`src/rtl/countdown_99_if.sv`:
```
// Control/status bundle for the countdown timer; clk and reset stay outside.
interface countdown_99_if;
  logic       load;
  logic [7:0] load_value;
  logic       start;
  logic       pause;
  logic       tick;
  logic [7:0] count;
  logic [3:0] tens;
  logic [3:0] ones;
  logic       running;
  logic       done;
  logic       expired;

  modport master (
    output load, load_value, start, pause, tick,
    input  count, tens, ones, running, done, expired
  );

  modport slave (
    input  load, load_value, start, pause, tick,
    output count, tens, ones, running, done, expired
  );
endinterface

```
`src/rtl/countdown_99.sv`:
```
// Loadable down-counter with start/pause control, expiry pulse and BCD digits.
module countdown_99 #(
  parameter logic [7:0] MAX = 8'd99
) (
  input  logic           clk,
  input  logic           reset,
  countdown_99_if.slave  bus
);
  typedef enum logic [1:0] {IDLE, RUN, PAUSED, EXPIRED} state_t;

  state_t     state, state_next;
  logic [7:0] count, count_next;
  logic       done, done_next;
  logic [3:0] tens;
  logic [7:0] tens_x10;

  always_ff @(posedge clk) begin
    if (reset) begin
      state <= IDLE;
      count <= 8'd0;
      done  <= 1'b0;
    end else begin
      state <= state_next;
      count <= count_next;
      done  <= done_next;
    end
  end

  // load dominates; within RUN, pause beats tick so a paused count never moves
  always_comb begin
    state_next = state;
    count_next = count;
    done_next  = 1'b0;
    if (bus.load) begin
      count_next = (bus.load_value > MAX) ? MAX : bus.load_value;
      state_next = IDLE;
    end else begin
      case (state)
        IDLE, PAUSED: begin
          if (bus.start && count != 8'd0) state_next = RUN;
        end
        RUN: begin
          if (bus.pause) begin
            state_next = PAUSED;
          end else if (bus.tick) begin
            if (count > 8'd1) begin
              count_next = count - 8'd1;
            end else begin
              count_next = 8'd0;
              state_next = EXPIRED;
              done_next  = 1'b1;
            end
          end
        end
        default: ;
      endcase
    end
  end

  // tens found by threshold compare; counts above 99 saturate at 9 (don't-care)
  always_comb begin
    tens = 4'd0;
    for (int i = 1; i < 10; i++)
      if (count >= 8'(i * 10)) tens = 4'(i);
    tens_x10 = {4'd0, tens} * 8'd10;
  end

  assign bus.count   = count;
  assign bus.tens    = tens;
  assign bus.ones    = 4'(count - tens_x10);
  assign bus.running = (state == RUN);
  assign bus.expired = (state == EXPIRED);
  assign bus.done    = done;
endmodule

```
`src/flat_wrapper.sv`:
```
// flat-port wrapper written by rule: the top's interface ports become plain ports
module countdown_99_flat 
#(
  parameter logic [7:0] MAX = 8'd99
)
  (clk, reset, bus_load, bus_load_value, bus_start, bus_pause, bus_tick, bus_count, bus_tens, bus_ones, bus_running, bus_done, bus_expired);
  countdown_99_if bus_i ();
  input  logic clk;
  input  logic reset;
  input wire logic [$bits(bus_i.load)-1:0] bus_load;
  input wire logic [$bits(bus_i.load_value)-1:0] bus_load_value;
  input wire logic [$bits(bus_i.start)-1:0] bus_start;
  input wire logic [$bits(bus_i.pause)-1:0] bus_pause;
  input wire logic [$bits(bus_i.tick)-1:0] bus_tick;
  output wire logic [$bits(bus_i.count)-1:0] bus_count;
  output wire logic [$bits(bus_i.tens)-1:0] bus_tens;
  output wire logic [$bits(bus_i.ones)-1:0] bus_ones;
  output wire logic [$bits(bus_i.running)-1:0] bus_running;
  output wire logic [$bits(bus_i.done)-1:0] bus_done;
  output wire logic [$bits(bus_i.expired)-1:0] bus_expired;
  assign bus_i.load = bus_load;
  assign bus_i.load_value = bus_load_value;
  assign bus_i.start = bus_start;
  assign bus_i.pause = bus_pause;
  assign bus_i.tick = bus_tick;
  assign bus_count = bus_i.count;
  assign bus_tens = bus_i.tens;
  assign bus_ones = bus_i.ones;
  assign bus_running = bus_i.running;
  assign bus_done = bus_i.done;
  assign bus_expired = bus_i.expired;
  countdown_99 #(.MAX(MAX)) u_core (.clk(clk), .reset(reset), .bus(bus_i));
endmodule
```
`config.mk`:
```
export PLATFORM = sky130hd
export DESIGN_NAME = countdown_99_flat
export DESIGN_NICKNAME = d
export VERILOG_FILES = /design/src/rtl/countdown_99_if.sv /design/src/rtl/countdown_99.sv /design/src/flat_wrapper.sv
export SDC_FILE = /design/constraint.sdc
export NUM_CORES = 1
export LEC_CHECK = 0
export ABC_AREA = 1
export CAP_MARGIN = 20
export CORE_MARGIN = 2
export CORE_UTILIZATION = 41
export DETAILED_ROUTE_END_ITERATION = 10
export GPL_TIMING_DRIVEN = 0
export MAX_ROUTING_LAYER = met4
export PLACE_DENSITY = 0.76
export SETUP_SLACK_MARGIN = 0.02
export SLEW_MARGIN = 20
export SYNTH_ARGS = -nofsm -noshare
export SYNTH_HDL_FRONTEND = slang
export SYNTH_SLANG_ARGS = --single-unit
```
`constraint.sdc`:
```
create_clock -name clk -period 2.93 [get_ports clk]
set_input_delay 0.879 -clock clk [delete_from_list [all_inputs] [get_ports clk]]
set_output_delay 0.879 -clock clk [all_outputs]
set_load 0.01 [all_outputs]
```
==> flow_summary.ini <==
[logic_synthesis]
yosysSeqAreaShare_pct = 22.2
async_reset_ff_share_pct = 0
ys_dominant_reg_cell = dfxtp_1
synthesized_area_fraction_occupied_by_xor_and_xnor_cells_pct = 6.06
synth.mux.area_fraction_pct = 0
number_of_enable_flip_flop_cells_after_synthesis = 0
post-synth-top-area-fraction_pct = 22.2
synth.yosys.warnings = 0
post_synthesis_cell_type_count = 31
synth_compound_gate_area_share_pct = 21.0
synth_top_family_by_area = simple AND/OR/NAND/NOR gates
syn_area_per_cell_sq_um = 6.52
post_synth_fa_ha_maj_area_fraction_pct = 7.07
yosys-top-cells-area = dfxtp_1 22%, inv_1 9.5%, nand2_1 9.5%
ys_ff_latch = 11
synthSimpleGateAreaFrac_pct = 29.4
post_synth_inst_count = 152
synthesis.nets = 171
synth_top_cell_by_area = dfxtp_1
mappedNetlistArea_sq_um = 991

[global_route]
use_met1_pct = 22.5
number_of_antenna_violations_at_the_first_check_in_global_routing = 0
grt_max_degree = 9
globalRoute.busiestLayer = met2
grt_overflow_total = 0
grt.total_usage_pct = 20.6
met2_track_demand_over_resource_pct = 36.9
grt_pass1_vias = 994
globalRouteMet3Util_pct = 1.69
grt_pass1_wl_microns = 4080

[sta]
finalHoldViolCount = 0
timing.final.crit_share_pct = 123
slew_violations = 0
report.final.setup_viol = 2
slew_headroom_pct = 77.3
rsz0062_at_grt = yes
postLayoutSetupSlackWorst_ns = -0.687
holdWs_ns = 0.503
skew_ns = 0.0149
timing.fmax_mhz = 276
final_worst_path_period_need_ns = 3.62
tightest_slew_ns = 0.341

[flow_run]
max_cap_violations = 0

[placement]
place.port_buffers = 31
dp_hpwl_microns = 1980
finalWeightedCongestion = 0.904
detailedPlace.worstSlack_ns = -0.744

[worst_setup_path]
timing.critical_path.slowest_stage_cell = fa_2
cp.required_ns = 2.05
worst_setup_path_start_kind = flip-flop
cp_cell_sequence = buf_6 -> nor2_4 -> nand2_1 -> a31oi_1 -> nand2_1 -> nand2_1 -> nand2_2 -> nand2_2 -> nand2_4 -> ha_4 -> fa_2 -> xnor2_2 -> xor2_2 -> inv_1 -> nand3_1 -> nand2_1 -> inv_1 -> buf_2
rr_startpoint = u_core.bus.count[1]$_SDFFE_PP0P_
critPathKind = flip-flop to output pin
critical_path.max_fanout = 6
ff2ff_path_depth = 9
r2r-end = u_core.bus.count[4]$_SDFFE_PP0P_
crit_arrival_ns = 2.74
path_common_cell = nand2_1
cp_peak_stage_delay_ns = 0.36
regToRegSetupSlack_ns = 1.15
critPathCaptureType = output pin

[min_path]
min_delay_path_depth = 2
min_delay_worst_endpoint = u_core.state[1]$_SDFFE_PP0P_
min-delay-path-class = flip-flop to flip-flop
startpoint_of_the_tightest_hold_check_path = u_core.state[1]$_SDFFE_PP0P_

[cts]
clkTransAtPathRegs_ns = 0.08
cts-hold-fix-buffers = 0
worstSkewPairLatency_ns = 0.29
htree_levels = 1
cts_buffers = 3
cts_buffer_depth = 2
cts_num_sinks = 11
clock_tree_from_tritoncts = built
root_buffer = clkbuf_4

[route]
drt.antenna.violating_nets = 0
detailed_route_vias_per_instance = 5.15
detailedRoute.firstIterationViolations = 49
routed_wire_length_per_instance_microns = 12.0
routed_wl_microns = 2740
drt_pass1_iterations = 6
dr_total_vias = 1175
post-route-drc-count = 0

[floorplan]
rows = 17
die_width_microns = 53.2
dieHeight_microns = 53.2
floorplan.io_pins = 33
die_area_sq_um = 2830
initial_core_util_pct = 44.0
core_area_sq_um = 2250

[outcome]
run_status = finished, violations left
violated_checks = setup timing

[pwr]
design_power_total_w = 0.000719
static-leakage-power_nw = 0.725
power_density_nw_per_um2 = 469
vdd.ir_drop.worst_uv = 351

[finish]
synthToLayoutAreaGrowth_pct = 54.7
drive_gt1_share_pct = 29.0
nNetsFinal = 220
most-common-layout-cells = 26 x clkdlybuf4s50_1, 24 x inv_1, 24 x nand2_1, 15 x o21ai_0, 15 x buf_4
antennaDiodeCount = 0
most_common_cell_after_layout_fill_and_taps_aside = clkdlybuf4s50_1
through the flow:
stage | TNS, ns | util (%) | cells | cell area (sq um)
after detailed placement | -1.08 | 61.8 | 211 | 1390
after CTS | -0.887 | 66.4 | 224 | 1500
final | -1.01 | 68.0 | 228 | 1530
after global routing | -1.19 | 68.0 | 228 | 1530
after floorplan | -0.122 | - | 152 | 1050
after global placement | -0.951 | 61.8 | 211 | 1390
power by group:
group          switching [W]  internal (W)
registers          0.0000162      0.000161
logic               0.000217      0.000216
clock network      0.0000570     0.0000508
repair_timing:
action,in CTS,in global routing
gates resized for setup,18,11
pin swaps,12,4
endpoints found under the setup margin,5,5
setup buffers,9,4
synth_stat cells, types with 2 or more instances:
cell	n
ha_1	4
nand2_2	5
nor2_2	2
dfxtp_1	11
xor2_1	4
a21oi_1	7
nor2_1	12
inv_2	5
nor3_1	3
inv_1	25
nand3_1	10
nand4_1	2
o21ai_0	17
a211oi_1	2
nand2_1	25
a31oi_1	3
state kept, by name, summed over array words and instances (netlist names):
name	cells
u_core.bus.count	8
u_core.state	2
u_core.bus.done	1
worst max-delay path, delay by kind of cell (launching register included):
family	cells	cell delay, ns
AND/OR/NAND/NOR	9	0.74
adder cells (fa/ha/maj)	2	0.53
buffers and inverters	4	0.34
flip-flops	1	0.33
XOR/XNOR	2	0.33
AO/OA/AOI/OAI	1	0.19
layout make-up:
class / instances / area [sq um]
Clock buffer: 3 / 22.5
Timing Repair Buffer: 44 / 392
Inverter: 31 / 131
Multi-Input combinational cell: 107 / 689
Tap cell: 28 / 35.0
Buffer: 3 / 22.5
Sequential cell: 11 / 235
Fill cell: 206 / 722
Clock inverter: 1 / 5.00
logic make-up after synthesis:
group	after synthesis
buffers and inverters	34
AND/OR/NAND/NOR	62
AO/OA/AOI/OAI	34
flip-flops	11
adder cells (fa/ha/maj)	5
XOR/XNOR	6
routing by layer:
metal  wire, microns  share of wire, %  up-vias
li1                -                 -      592
met1            1180                43      537
met2            1390                51       40
met3             125               4.6        6
met4              45               1.6        0
met5               0                 0        -
how the worst max path moves through the flow:
stage | startpoint | endpoint | slack (ns) | cells after the start
5_1_grt | u_core.bus.count[3]$_SDFFE_PP0P_ | bus_ones[3] | -0.80 | 18
4_1_cts | u_core.bus.count[3]$_SDFFE_PP0P_ | bus_ones[3] | -0.61 | 21
6_report | u_core.bus.count[3]$_SDFFE_PP0P_ | bus_ones[3] | -0.69 | 18
3_5_place_dp | u_core.bus.count[5]$_SDFFE_PP0P_ | bus_ones[3] | -0.74 | 21
3_3_place_gp | u_core.bus.count[5]$_SDFFE_PP0P_ | bus_ones[3] | -0.68 | 21
2_1_floorplan | u_core.bus.count[3]$_SDFFE_PP0P_ | bus_ones[3] | -0.12 | 20
Power figures use the tool's default switching activity.
